$ cat config.mk
export PLATFORM = sky130hd
export DESIGN_NAME = muldiv_unit
export DESIGN_NICKNAME = d
export VERILOG_FILES = /design/src/rtl/muldiv_pkg.sv /design/src/rtl/muldiv_core.sv /design/src/rtl/muldiv_unit.sv
export SDC_FILE = /design/constraint.sdc
export NUM_CORES = 1
export LEC_CHECK = 0
export CAP_MARGIN = 20
export CORE_MARGIN = 4
export CORE_UTILIZATION = 51
export CTS_BUF_LIST = sky130_fd_sc_hd__clkbuf_16
export DETAILED_ROUTE_END_ITERATION = 12
export PLACE_DENSITY = 0.71
export SLEW_MARGIN = 20
export SYNTH_ARGS = -nofsm -noshare
export SYNTH_HDL_FRONTEND = slang
export SYNTH_HIERARCHICAL = 1
export SYNTH_SLANG_ARGS = --single-unit
$ cat constraint.sdc
create_clock -name clk -period 5.6 [get_ports clk]
set_clock_uncertainty 0.05 [all_clocks]
set_input_delay 1.12 -clock clk [delete_from_list [all_inputs] [get_ports clk]]
set_output_delay 1.12 -clock clk [all_outputs]
set_load 0.03 [all_outputs]
$ cat src/rtl/muldiv_pkg.sv
// muldiv_pkg: shared op codes, FSM states and helpers
// for the iterative multiply/divide unit.
package muldiv_pkg;

  localparam logic [2:0] OP_MULT  = 3'b000;
  localparam logic [2:0] OP_MULTU = 3'b001;
  localparam logic [2:0] OP_DIV   = 3'b010;
  localparam logic [2:0] OP_DIVU  = 3'b011;
  localparam logic [2:0] OP_MTHI  = 3'b100;
  localparam logic [2:0] OP_MTLO  = 3'b101;

  typedef enum logic {
    IDLE = 1'b0,
    BUSY = 1'b1
  } state_t;

  // Magnitude of the w-bit two's-complement value held in v;
  // callers truncate the result back to w bits.
  function automatic logic [63:0] abs_w(
    input logic [63:0] v,
    input int          w
  );
    abs_w = v[w-1] ? (~v + 64'd1) : v;
  endfunction

endpackage

$ cat src/rtl/muldiv_core.sv
// muldiv_core: shift-add multiply / restoring divide
// datapath with its own iteration counter.
module muldiv_core #(
  parameter int WIDTH = 32
) (
  input  logic               clk,
  input  logic               rst,
  input  logic               load_i,
  input  logic               flush_i,
  input  logic               div_i,
  input  logic [WIDTH-1:0]   a_i,
  input  logic [WIDTH-1:0]   b_i,
  output logic [2*WIDTH-1:0] res_o,
  output logic               last_o
);

  localparam int CW = $clog2(WIDTH + 1);

  logic [CW-1:0]      cnt_q;
  logic [2*WIDTH-1:0] acc_q, acc_d;
  logic [WIDTH-1:0]   opb_q;
  logic               div_q;
  logic [WIDTH:0]     sum, shf, diff;

  // acc holds {hi, lo}: product halves or {rem, quotient}
  always_comb begin
    sum  = {1'b0, acc_q[2*WIDTH-1:WIDTH]}
         + {1'b0, (acc_q[0] ? opb_q : '0)};
    shf  = acc_q[2*WIDTH-1:WIDTH-1];
    diff = shf - {1'b0, opb_q};
    if (div_q) begin
      if (diff[WIDTH])
        acc_d = {shf[WIDTH-1:0], acc_q[WIDTH-2:0], 1'b0};
      else
        acc_d = {diff[WIDTH-1:0], acc_q[WIDTH-2:0], 1'b1};
    end else begin
      acc_d = {sum, acc_q[WIDTH-1:1]};
    end
  end

  // The owner commits res_o on the edge where last_o is set.
  assign res_o  = acc_d;
  assign last_o = (cnt_q == CW'(1));

  // Load operands, then step once per cycle until the count drains
  always_ff @(posedge clk) begin
    if (rst || flush_i) begin
      cnt_q <= '0;
      acc_q <= '0;
      opb_q <= '0;
      div_q <= 1'b0;
    end else if (load_i) begin
      cnt_q <= CW'(WIDTH);
      acc_q <= {{WIDTH{1'b0}}, a_i};
      opb_q <= b_i;
      div_q <= div_i;
    end else if (cnt_q != '0) begin
      cnt_q <= cnt_q - CW'(1);
      acc_q <= acc_d;
    end
  end

endmodule

$ cat src/rtl/muldiv_unit.sv
// muldiv_unit: HI/LO state, control FSM, sign fix-up
// and hazard stall for the multi-cycle mul/div engine.
module muldiv_unit
  import muldiv_pkg::*;
#(
  parameter int WIDTH = 32
) (
  input  logic             clk,
  input  logic             rst,
  input  logic             start_i,
  input  logic [2:0]       op_i,
  input  logic [WIDTH-1:0] a_i,
  input  logic [WIDTH-1:0] b_i,
  input  logic             rd_req_i,
  input  logic             flush_i,
  output logic             busy_o,
  output logic             done_o,
  output logic             stall_o,
  output logic [WIDTH-1:0] hi_o,
  output logic [WIDTH-1:0] lo_o
);

  state_t             state_q;
  logic [WIDTH-1:0]   hi_q, lo_q, a_raw_q;
  logic               done_q, div_q, sa_q, sb_q, bz_q;
  logic               md_op, sgn_op, load, last;
  logic [WIDTH-1:0]   a_mag, b_mag;
  logic [2*WIDTH-1:0] res;
  logic [WIDTH-1:0]   hi_d, lo_d;

  assign md_op  = ~op_i[2];
  assign sgn_op = ~op_i[0];
  assign load   = (state_q == IDLE) & start_i
                & ~flush_i & md_op;

  // Signed ops iterate on magnitudes
  always_comb begin
    a_mag = a_i;
    b_mag = b_i;
    if (sgn_op) begin
      a_mag = WIDTH'(abs_w(64'(a_i), WIDTH));
      b_mag = WIDTH'(abs_w(64'(b_i), WIDTH));
    end
  end

  muldiv_core #(.WIDTH(WIDTH)) u_core (
    .clk     (clk),
    .rst     (rst),
    .load_i  (load),
    .flush_i (flush_i),
    .div_i   (op_i[1]),
    .a_i     (a_mag),
    .b_i     (b_mag),
    .res_o   (res),
    .last_o  (last)
  );

  // Sign fix-up of the final iteration; divide-by-zero
  // bypasses the datapath value.
  always_comb begin
    {hi_d, lo_d} = res;
    if (div_q) begin
      if (bz_q) begin
        hi_d = a_raw_q;
        lo_d = '1;
      end else begin
        lo_d = (sa_q ^ sb_q) ? -res[WIDTH-1:0]
                             : res[WIDTH-1:0];
        hi_d = sa_q ? -res[2*WIDTH-1:WIDTH]
                    : res[2*WIDTH-1:WIDTH];
      end
    end else if (sa_q ^ sb_q) begin
      {hi_d, lo_d} = -res;
    end
  end

  // Control FSM with HI/LO and done pulse
  always_ff @(posedge clk) begin
    if (rst) begin
      state_q <= IDLE;
      hi_q    <= '0;
      lo_q    <= '0;
      a_raw_q <= '0;
      done_q  <= 1'b0;
      div_q   <= 1'b0;
      sa_q    <= 1'b0;
      sb_q    <= 1'b0;
      bz_q    <= 1'b0;
    end else begin
      done_q <= 1'b0;
      unique case (state_q)
        IDLE: begin
          if (start_i && !flush_i) begin
            unique case (op_i)
              OP_MTHI: hi_q <= a_i;
              OP_MTLO: lo_q <= a_i;
              OP_MULT, OP_MULTU,
              OP_DIV, OP_DIVU: begin
                state_q <= BUSY;
                div_q   <= op_i[1];
                sa_q    <= sgn_op & a_i[WIDTH-1];
                sb_q    <= sgn_op & b_i[WIDTH-1];
                bz_q    <= (b_i == '0);
                a_raw_q <= a_i;
              end
              default: ;
            endcase
          end
        end
        BUSY: begin
          if (flush_i) begin
            state_q <= IDLE;
          end else if (last) begin
            state_q <= IDLE;
            hi_q    <= hi_d;
            lo_q    <= lo_d;
            done_q  <= 1'b1;
          end
        end
        default: state_q <= IDLE;
      endcase
    end
  end

  assign busy_o  = (state_q == BUSY);
  assign done_o  = done_q;
  assign stall_o = busy_o & (start_i | rd_req_i);
  assign hi_o    = hi_q;
  assign lo_o    = lo_q;

endmodule

==> flow_summary.toml <==
[setup_path]
path_buf_inv = 5
worst_ep_required_time_ns = 5.93
crit_chain = "ha_1 -> a21o_1 -> a21oi_1 -> o31ai_2 -> o21bai_2 -> a311oi_2 -> buf_4 -> and3_4 -> buf_4 -> mux2_2 -> a21oi_1 -> inv_1 -> or4_1 -> nor3_1 -> buf_4 -> nand3_1 -> buf_4 -> o21ai_1 -> o221ai_1 -> a311oi_1 -> a211oi_1"
start_kind = "register"
critPathMaxFanout = 14
crit_top_cell = "buf_4"
crit_arrival_ns = 5.64
path_delay_family = "compound AO/OA/AOI/OAI gates"
crit_type = "reg2reg"
max_stage_delay_ns = 0.56
endpoint_kind = "register"
worst_path_max_delay_cell = "or4_1"

[final_layout]
antenna_cells_inserted = 0
fin_nets = 2605
layout.cells.non_filler = 2926
layout_commonest_cell = "nand2_1"
drive_gt1_frac = 0.08676
fill_cells = 3151
final_cell_mix = "304 x nand2_1, 223 x a21oi_1, 211 x nor2_1, 203 x dfxtp_1, 148 x o21ai_0"
area_growth_pct = 16.36
fin_util = 0.6016

[clocking]
cts_buffer_depth = 3
clk_pin_slew_ns = 0.06
cts-buffers-inserted = 25
cts_hold_buf = 0
clock_sinks = 205
insertion_delay_ns = 0.54
cts_root_buffer = "clkbuf_16"
htreeDepth = 1
cts_tree = "done"

[global_routing]
grt.total_usage = 0.3442
grt_pass1_vias = 17580
antenna_found_initial = 1
grt_first_pass_wirelength_mm = 100.7
overflow = 0
grt_max_degree = 111

[power]
p_leak_nw = 7.874
ir_worst_vdd_v = 0.0008320
power_density_nw_per_um2 = 545.7
total_power_w = 0.01101

[routing]
drc = 0
drt_iter0_drc = 1933
drt-vias-per-instance = 6.452
drt_pass1_iterations = 8
via_count = 18880
wl_mm = 66.48
wl_per_cell_um = 22.72
postRouteAntennaNets = 0

[logic_synthesis]
ys_seq_elements = 205
ys_seq_area_frac = 0.2367
synth-edff-count = 0
yosys-top-cells-area = "dfxtp_1 24%, nand2_1 6.6%, a21oi_1 6.6%"
synth_top_area_frac = 0.2367
avgSynthCellArea_sq_um = 7.306
synth_ff_type = "dfxtp_1"
synth_nets = 2517
synthCells = 2373
ys_async_sr_fraction = 0
synth_warnings = 6
ys_types = 89
yosys.area.top_type = "dfxtp_1"
netlist_area_sq_um = 17340

[run_status]
status = "completed"

[sta]
hold_ws_ns = 0.4058
fin_crit_ns = 5.314
setup_viol_count_final = 0
fmax_mhz = 188.2
maxSlewViolCount = 0
setup_ws_ns = 0.2861
final-hold-violation-count = 0
worstMarginPinSlew_ns = 1.009
max-slew-margin-rel = 0.3275
period_share = 0.9489
rsz0062_at_grt = "false"

[floorplanning]
die-area_sq_um = 37010
io_pins = 139
die-width_um = 192.4
rows = 67
start_util = 0.5171
fp.dieH_um = 192.4
coreArea_sq_um = 33530

[place]
pre_cts_ws_ns = -0.1234
routabilityCongestion = 1.004
portBuffers = 138
place_hpwl_mm = 49.96
dp_cells = 2881

[flow_run]
cap_violations = 0

[worst_hold_path]
hold_path.class = "reg2reg"
## final timing paths
kind / endpoint / cells after the start / slack, ns / from
max: hi_o[24] / 21 / 0.29 / u_core/acc_q[54]
min: a_raw_q[20] / 2 / 0.41 / a_raw_q[20]
max reg2reg: hi_o[24] / 21 / 0.29 / u_core/acc_q[54]
min reg2reg: a_raw_q[20] / 2 / 0.41 / a_raw_q[20]
## state kept, by name, indices dropped and copies added, names as in the netlist, 6 cells and up
register and cells:
a_raw_q 32, hi_o 32, u_core/opb_q 32, u_core/acc_q 64
u_core/cnt_q 6, lo_o 32
## cells in the mapped netlist, types with 36 or more instances
library cell	count
inv_1	71
xnor2_1	88
o221ai_1	36
mux2i_1	83
ha_1	70
clkbuf_1	126
dfxtp_1	205
xor2_1	84
and2_1	81
o21ai_0	149
nor3_1	66
a31oi_1	40
a21oi_1	227
nand2_1	305
nor2_1	212
## what timing repair did
action                                  CTS  global route
gates resized for setup                   2            12
endpoints found under the setup margin    5            10
buffers inserted                          0             1
pin swaps                                 0             2
## routing by layer
metal  up-vias  track usage  part of all wire
met2       953       0.5457              0.45
li1       8726            -                 -
met4         0       0.1498             0.050
met5         -            0                 0
met1      9001       0.4626              0.41
met3       200      0.05698             0.088
## worst min-delay path, stage by stage (launching register included)
cell     delay, ns
dfxtp_1       0.30
nand2_1       0.05
a21oi_1       0.05
## through the flow
stage / setup TNS (ns) / instance area [sq um]
after floorplan: 0 / 17340
after detailed placement: -0.3520 / 19290
final: 0 / 20170
after global placement: 0 / 19290
after global routing: 0 / 20170
after CTS: 0 / 20120
## cell families after synthesis
kind of cell / share of synthesized area
compound gates: 0.2510
xor+xnor: 0.08689
fa+ha+maj: 0.05283
buf+inv: 0.05275
flops: 0.2367
mux: 0.07065
simple gates: 0.2492
## where the power goes
| part | total, W | switching (W) | internal, W |
|---|---|---|---|
| logic | 0.00759 | 0.00477 | 0.00283 |
| registers | 0.00174 | 0.000160 | 0.00158 |
| clock network | 0.00167 | 0.000680 | 0.000993 |
## final cells by class
| cell class | instances | area (sq um) | share of cell area |
|---|---|---|---|
| Clock buffer | 25 | 625.6 | 0.03101 |
| Clock inverter | 19 | 196.4 | 0.009737 |
| Inverter | 73 | 276.5 | 0.01371 |
| Multi-Input combinational cell | 1938 | 12400 | 0.6147 |
| Sequential cell | 205 | 4109 | 0.2037 |
| Tap cell | 448 | 560.5 | 0.02778 |
| Timing Repair Buffer | 218 | 2004 | 0.09936 |
No activity file was read; power rests on OpenSTA's default activity.
